===== src/rtl/mem_ss_cal_monitor.sv =====
// Memory-subsystem calibration monitor: reads the EMIF DFH and capability registers
// over AXI4-lite, then polls EMIF_STATUS until every enabled channel calibrates or fails.
module mem_ss_cal_monitor #(
  parameter int          DDR_CHANNEL = 4,
  parameter logic [11:0] EXP_FEAT_ID = 12'h009,
  parameter int          POLL_GAP    = 1024,
  parameter int          MAX_POLLS   = 1000
) (
  input  logic                   clk,
  input  logic                   rst_n,
  input  logic                   start,
  output logic                   arvalid,
  output logic [10:0]            araddr,
  input  logic                   arready,
  input  logic                   rvalid,
  input  logic [63:0]            rdata,
  input  logic [1:0]             rresp,
  output logic                   rready,
  output logic                   busy,
  output logic                   done,
  output logic [2:0]             status,
  output logic [DDR_CHANNEL-1:0] cal_success_q,
  output logic [DDR_CHANNEL-1:0] cal_fail_q,
  output logic [DDR_CHANNEL-1:0] chan_mask
);

  localparam int PW = $clog2(MAX_POLLS + 1);
  localparam int GW = (POLL_GAP > 1) ? $clog2(POLL_GAP) : 1;
  localparam logic [PW-1:0] POLL_LIMIT = PW'(MAX_POLLS);
  localparam logic [GW-1:0] GAP_LAST   = GW'(POLL_GAP - 1);

  localparam logic [2:0] CODE_PASS    = 3'd0;
  localparam logic [2:0] CODE_DFH_ERR = 3'd1;
  localparam logic [2:0] CODE_CAL_ERR = 3'd2;
  localparam logic [2:0] CODE_TIMEOUT = 3'd3;
  localparam logic [2:0] CODE_BUS_ERR = 3'd4;

  typedef enum logic [3:0] {
    IDLE    = 4'd0,
    AR_DFH  = 4'd1,
    R_DFH   = 4'd2,
    AR_CAP  = 4'd3,
    R_CAP   = 4'd4,
    AR_STAT = 4'd5,
    R_STAT  = 4'd6,
    GAP     = 4'd7,
    DONE    = 4'd8
  } state_t;

  state_t                 state_r;
  state_t                 next_state_s;
  logic [PW-1:0]          poll_cnt_r;
  logic [PW-1:0]          poll_next_s;
  logic [GW-1:0]          gap_cnt_r;
  logic                   start_ok_s;
  logic                   fin_s;
  logic [2:0]             fin_code_s;
  logic                   ld_mask_s;
  logic                   ld_stat_s;
  logic                   beat_s;
  logic                   resp_ok_s;
  logic                   dfh_ok_s;
  logic [DDR_CHANNEL-1:0] succ_s;
  logic [DDR_CHANNEL-1:0] fail_s;
  logic                   unused_rdata_s;

  function automatic logic is_ar(input state_t s);
    case (s)
      AR_DFH, AR_CAP, AR_STAT: is_ar = 1'b1;
      default:                 is_ar = 1'b0;
    endcase
  endfunction

  function automatic logic is_r(input state_t s);
    case (s)
      R_DFH, R_CAP, R_STAT: is_r = 1'b1;
      default:              is_r = 1'b0;
    endcase
  endfunction

  function automatic logic [10:0] addr_of(input state_t s);
    case (s)
      AR_DFH:  addr_of = 11'h000;
      AR_CAP:  addr_of = 11'h010;
      AR_STAT: addr_of = 11'h008;
      default: addr_of = 11'h000;
    endcase
  endfunction

  assign beat_s         = rvalid & rready;
  assign resp_ok_s      = (rresp == 2'b00);
  assign dfh_ok_s       = (rdata[63:60] == 4'h3) && (rdata[11:0] == EXP_FEAT_ID);
  assign succ_s         = rdata[DDR_CHANNEL-1:0];
  assign fail_s         = rdata[2*DDR_CHANNEL-1:DDR_CHANNEL];
  assign unused_rdata_s = ^rdata;
  // Saturating so the counter never wraps even if the limit check were bypassed.
  assign poll_next_s    = (poll_cnt_r == POLL_LIMIT) ? poll_cnt_r : poll_cnt_r + PW'(1);

  // Next-state and completion decode
  always_comb begin
    next_state_s = state_r;
    start_ok_s   = 1'b0;
    fin_s        = 1'b0;
    fin_code_s   = CODE_PASS;
    ld_mask_s    = 1'b0;
    ld_stat_s    = 1'b0;
    case (state_r)
      IDLE, DONE: begin
        if (start) begin
          next_state_s = AR_DFH;
          start_ok_s   = 1'b1;
        end else begin
          next_state_s = state_r;
        end
      end
      AR_DFH, AR_CAP, AR_STAT: begin
        if (arvalid && arready) begin
          next_state_s = (state_r == AR_DFH) ? R_DFH : ((state_r == AR_CAP) ? R_CAP : R_STAT);
        end else begin
          next_state_s = state_r;
        end
      end
      R_DFH: begin
        if (!beat_s) begin
          next_state_s = R_DFH;
        end else if (!resp_ok_s) begin
          next_state_s = DONE; fin_s = 1'b1; fin_code_s = CODE_BUS_ERR;
        end else if (!dfh_ok_s) begin
          next_state_s = DONE; fin_s = 1'b1; fin_code_s = CODE_DFH_ERR;
        end else begin
          next_state_s = AR_CAP;
        end
      end
      R_CAP: begin
        if (!beat_s) begin
          next_state_s = R_CAP;
        end else if (!resp_ok_s) begin
          next_state_s = DONE; fin_s = 1'b1; fin_code_s = CODE_BUS_ERR;
        end else if (succ_s == '0) begin
          ld_mask_s = 1'b1;
          next_state_s = DONE; fin_s = 1'b1; fin_code_s = CODE_DFH_ERR;
        end else begin
          ld_mask_s = 1'b1;
          next_state_s = AR_STAT;
        end
      end
      R_STAT: begin
        if (!beat_s) begin
          next_state_s = R_STAT;
        end else if (!resp_ok_s) begin
          next_state_s = DONE; fin_s = 1'b1; fin_code_s = CODE_BUS_ERR;
        end else begin
          ld_stat_s = 1'b1;
          if ((fail_s & chan_mask) != '0) begin
            next_state_s = DONE; fin_s = 1'b1; fin_code_s = CODE_CAL_ERR;
          end else if ((succ_s & chan_mask) == chan_mask) begin
            next_state_s = DONE; fin_s = 1'b1; fin_code_s = CODE_PASS;
          end else if (poll_next_s == POLL_LIMIT) begin
            next_state_s = DONE; fin_s = 1'b1; fin_code_s = CODE_TIMEOUT;
          end else begin
            next_state_s = GAP;
          end
        end
      end
      GAP: begin
        if (gap_cnt_r == GAP_LAST) begin
          next_state_s = AR_STAT;
        end else begin
          next_state_s = GAP;
        end
      end
      default: begin
        next_state_s = IDLE;
      end
    endcase
  end

  // State register with poll and gap counters
  always_ff @(posedge clk or negedge rst_n) begin
    if (!rst_n) begin
      state_r    <= IDLE;
      poll_cnt_r <= '0;
      gap_cnt_r  <= '0;
    end else begin
      state_r <= next_state_s;
      if (start_ok_s) begin
        poll_cnt_r <= '0;
      end else if (ld_stat_s) begin
        poll_cnt_r <= poll_next_s;
      end
      if ((state_r == GAP) && (next_state_s == GAP)) begin
        gap_cnt_r <= gap_cnt_r + GW'(1);
      end else begin
        gap_cnt_r <= '0;
      end
    end
  end

  // Registered bus controls, completion flags and captured register fields
  always_ff @(posedge clk or negedge rst_n) begin
    if (!rst_n) begin
      arvalid       <= 1'b0;
      araddr        <= 11'h000;
      rready        <= 1'b0;
      busy          <= 1'b0;
      done          <= 1'b0;
      status        <= 3'd0;
      cal_success_q <= '0;
      cal_fail_q    <= '0;
      chan_mask     <= '0;
    end else begin
      arvalid <= is_ar(next_state_s);
      araddr  <= addr_of(next_state_s);
      rready  <= is_r(next_state_s);
      busy    <= (next_state_s != IDLE) && (next_state_s != DONE);
      if (start_ok_s) begin
        done   <= 1'b0;
        status <= CODE_PASS;
      end else if (fin_s) begin
        done   <= 1'b1;
        status <= fin_code_s;
      end
      if (ld_mask_s) begin
        chan_mask <= succ_s;
      end
      if (ld_stat_s) begin
        cal_success_q <= succ_s;
        cal_fail_q    <= fail_s;
      end
    end
  end

endmodule


===== config.mk =====
export PLATFORM = sky130hd
export DESIGN_NAME = mem_ss_cal_monitor
export DESIGN_NICKNAME = d
export VERILOG_FILES = /design/src/rtl/mem_ss_cal_monitor.sv
export SDC_FILE = /design/constraint.sdc
export NUM_CORES = 1
export LEC_CHECK = 0
export ABC_CLOCK_PERIOD_IN_PS = 4059
export CAP_MARGIN = 20
export CORE_ASPECT_RATIO = 1.25
export CORE_MARGIN = 5
export CORE_UTILIZATION = 48
export DETAILED_ROUTE_END_ITERATION = 10
export GPL_TIMING_DRIVEN = 1
export PLACE_DENSITY = 0.86
export SLEW_MARGIN = 20
export SYNTH_ARGS = -nofsm -noshare
export SYNTH_HDL_FRONTEND = slang
export SYNTH_SLANG_ARGS = --single-unit

===== constraint.sdc =====
create_clock -name clk -period 4.06 [get_ports clk]
set_clock_uncertainty 0.2 [all_clocks]
set_input_delay 1.015 -clock clk [delete_from_list [all_inputs] [get_ports clk]]
set_output_delay 1.015 -clock clk [all_outputs]
set_load 0.005 [all_outputs]

==> flow_metrics.env <==
export IMPL_drc_errors=0
export IMPL_multi_input_area_um2=1420
export IMPL_p_per_area_nw_per_um2=416
export IMPL_irDropWorstVdd_mv=0.418
export IMPL_setup_tns_ns=0
export IMPL_area_growth_syn_to_layout_pct=18.4
export IMPL_setup_ws_ns=0.943
export IMPL_synthArstFlopShare=1.00
export IMPL_period_minus_slack_ns=3.12
export IMPL_status="completed"
export IMPL_tritoncts="done"
export IMPL_synth_enable_flop_cells=0
export IMPL_final_area_um2=3210
export IMPL_dr_pass1_iters=4
export IMPL_die_w_um=77.2
export IMPL_synthCells=292
export IMPL_fin_nets=403
export IMPL_syn_area_um2=2710
export IMPL_antenna_cells=0
export IMPL_fill_cells=462
export IMPL_hp_class="register to register"
export IMPL_insertion_delay_ns=0.30
export IMPL_dp_hpwl_mm=4.88
export IMPL_grtUsageTotal=0.189
export IMPL_num_rows=30
export IMPL_ctsHoldBuffers=0
export IMPL_cp_end_kind="register"
export IMPL_syn_avg_cell_area_um2=9.28
export IMPL_pre_cts_slack_ns=0.656
export IMPL_gp_congestion=0.928
export IMPL_placed_area_um2=3100
export IMPL_routedWlPerCell_um=16.7
export IMPL_whs_ns=0.284
export IMPL_start_util=0.498
export IMPL_ys_warn_count=0
export IMPL_p_int_mw=0.910
export IMPL_grt_util_met3=0.0326
export IMPL_gr_total_overflow=0
export IMPL_hp_start="cal_success_q[1]"
export IMPL_cp_max_fo=5
export IMPL_finalCritPeriodShare=0.768
export IMPL_utilization=0.589
export IMPL_cp_required_ns=4.04
export IMPL_drive_gt1_frac=0.0881
export IMPL_cp_arrival_ns=3.10
export IMPL_hold_viol=0
export IMPL_drt_iter0_markers=296
export IMPL_grt_max_degree=46
export IMPL_ys_flop_type="dfrtp_1"
export IMPL_numPortBuffers=43
export IMPL_core_area_um2=5440
export IMPL_ys_types=72
export IMPL_startpoint="rdata[0]"
export IMPL_rsz0062_at_grt="no"
export IMPL_ff_latch_area_um2=1130
export IMPL_r2r_start="poll_cnt_r[0]"
export IMPL_p_comb_frac=0.311
export IMPL_fp_dieH_um=94.0
export IMPL_wirelength_mm=6.57
export IMPL_synth_seq_cells=45
export IMPL_grt_antenna_before_repair=0
export IMPL_busiest_layer="met2"
export IMPL_io_pins=101
export IMPL_cts_max_path_buffers=2
export IMPL_grt_pass1_wl_mm=11.3
export IMPL_postCtsSetupBuffers=0
export IMPL_crit_type="input pin to register"
export IMPL_grt_pass1_vias=2358
export IMPL_clock_fmax_mhz=321
export IMPL_ant_nets=0
export IMPL_die_area_um2=7260
export IMPL_via_per_inst=6.06
export IMPL_ctsHtreeMaxLevel=2
export IMPL_swShare=0.318
export IMPL_slew_headroom=0.536
export IMPL_r2r_cells=7
export IMPL_clock_sinks=45
export IMPL_cts_root_buf="clkbuf_8"
export IMPL_maxCapViolCount=0
export IMPL_ctsResizeCount=0
export IMPL_cp_endpoint="status[2]"
export IMPL_maxSlewViolCount=0
export IMPL_tightest_slew_ns=0.690
export IMPL_dr_total_vias=2383
export IMPL_reg2reg_to="rready"
export IMPL_setup_violations_final=0
export IMPL_p_seq_frac=0.444
export IMPL_p_leak_nw=1.34
export IMPL_clockPowerShare=0.245
export IMPL_clk_transition_reported_paths_ns=0.08
export IMPL_switching_power_mw=0.424
export IMPL_met2_usage=0.338
export IMPL_cts_buffers=5
export IMPL_met1_usage=0.225
export IMPL_r2r_slack_ns=1.29
export IMPL_ys_seq_area_frac=0.416
export IMPL_start_kind="input pin"
## worst min-delay path by stage
stage	to	slack (ns)	cells past startpoint
after floorplan	cal_fail_q[0]	0.27	2
after global placement	cal_success_q[3]	0.26	2
after detailed placement	cal_success_q[1]	0.27	2
after CTS	cal_success_q[3]	0.29	2
after global routing	cal_fail_q[3]	0.31	2
final	cal_success_q[1]	0.28	2
## final cells by class
type,count,share of cell area
Inverter,12,0.0140
Sequential cell,45,0.351
Timing Repair Buffer,44,0.136
Clock buffer,5,0.0215
Multi-Input combinational cell,221,0.442
Tap cell,64,0.0250
Clock inverter,2,0.0109
## flip-flops by register name, indices dropped and copies added (netlist names)
| register | flops |
|---|---|
| done | 1 |
| state_r | 4 |
| chan_mask | 4 |
| busy | 1 |
| cal_success_q | 4 |
| poll_cnt_r | 10 |
| rready | 1 |
| arvalid | 1 |
| cal_fail_q | 4 |
| gap_cnt_r | 10 |
| status | 3 |
| araddr | 2 |
## worst max-delay path, stage by stage
cell and delay, ns:
clkdlybuf4s50_1 0.49, nor4_1 0.42, nor3_1 0.13, nor3b_1 0.36, nor2_1 0.14, or3_1 0.38, nor4b_2 0.16
## per-layer routing
metal	routed length, µm	vias to the layer above
li1	-	1118
met1	2530	1165
met2	3590	73
met3	259	27
met4	188	0
met5	0	-
## per-stage QoR
stage          instances  total power [mW]
2_1_floorplan        300             0.832
3_3_place_gp         386             0.999
3_5_place_dp         386              1.01
4_1_cts              393              1.34
5_1_grt              393              1.41
6_report             393              1.33
## power groups by stage
stage          combinational [mW]  sequential [mW]  clock [mW]
4_1_cts                     0.417            0.590       0.335
3_5_place_dp                0.415            0.599           0
5_1_grt                     0.456            0.603       0.353
2_1_floorplan               0.275            0.557           0
3_3_place_gp                0.403            0.596           0
6_report                    0.414            0.593       0.327
## logic make-up after synthesis
family,share of synthesized area
adder cells (fa/ha/maj),0.0139
buffers and inverters,0.0725
other,0.00138
AO/OA/AOI/OAI,0.171
multiplexers,0.0203
flip-flops,0.416
AND/OR/NAND/NOR,0.277
XOR/XNOR,0.0291
## cell usage in the layout (no fill, tap or decap), types with 4 or more instances in the layout
master           synthesis  layout
nand2_1                 36      36
dfrtp_1                 45      45
inv_1                   12      12
nand4_1                  6       6
conb_1                   1       9
clkbuf_8                 1       5
nor4_1                   7       7
nor3_1                  11      11
xor2_1                   8       8
mux2_2                   4       4
nor2_1                  26      26
nand3_1                 17      17
and3_1                   4       4
a21oi_1                  6       6
o21ai_0                 16      16
clkdlybuf4s50_1          0      42
## synthesized netlist by cell type, types with 3 or more instances
cell type,n,area share
nor4_1,7,0.016
o31a_1,3,0.0097
nor2_1,26,0.036
o21ai_0,16,0.030
nand2b_1,3,0.0069
nand3_1,17,0.031
nand4_1,6,0.014
nand2_1,36,0.050
xor2_1,8,0.026
a21oi_1,6,0.011
ha_1,3,0.014
mux2_2,4,0.017
nor3_1,11,0.020
inv_1,12,0.017
and3_1,4,0.0092
buf_4,9,0.025
a31oi_1,3,0.0069
dfrtp_1,45,0.42
buf_2,8,0.015
No activity file was read; power rests on OpenSTA's default activity.
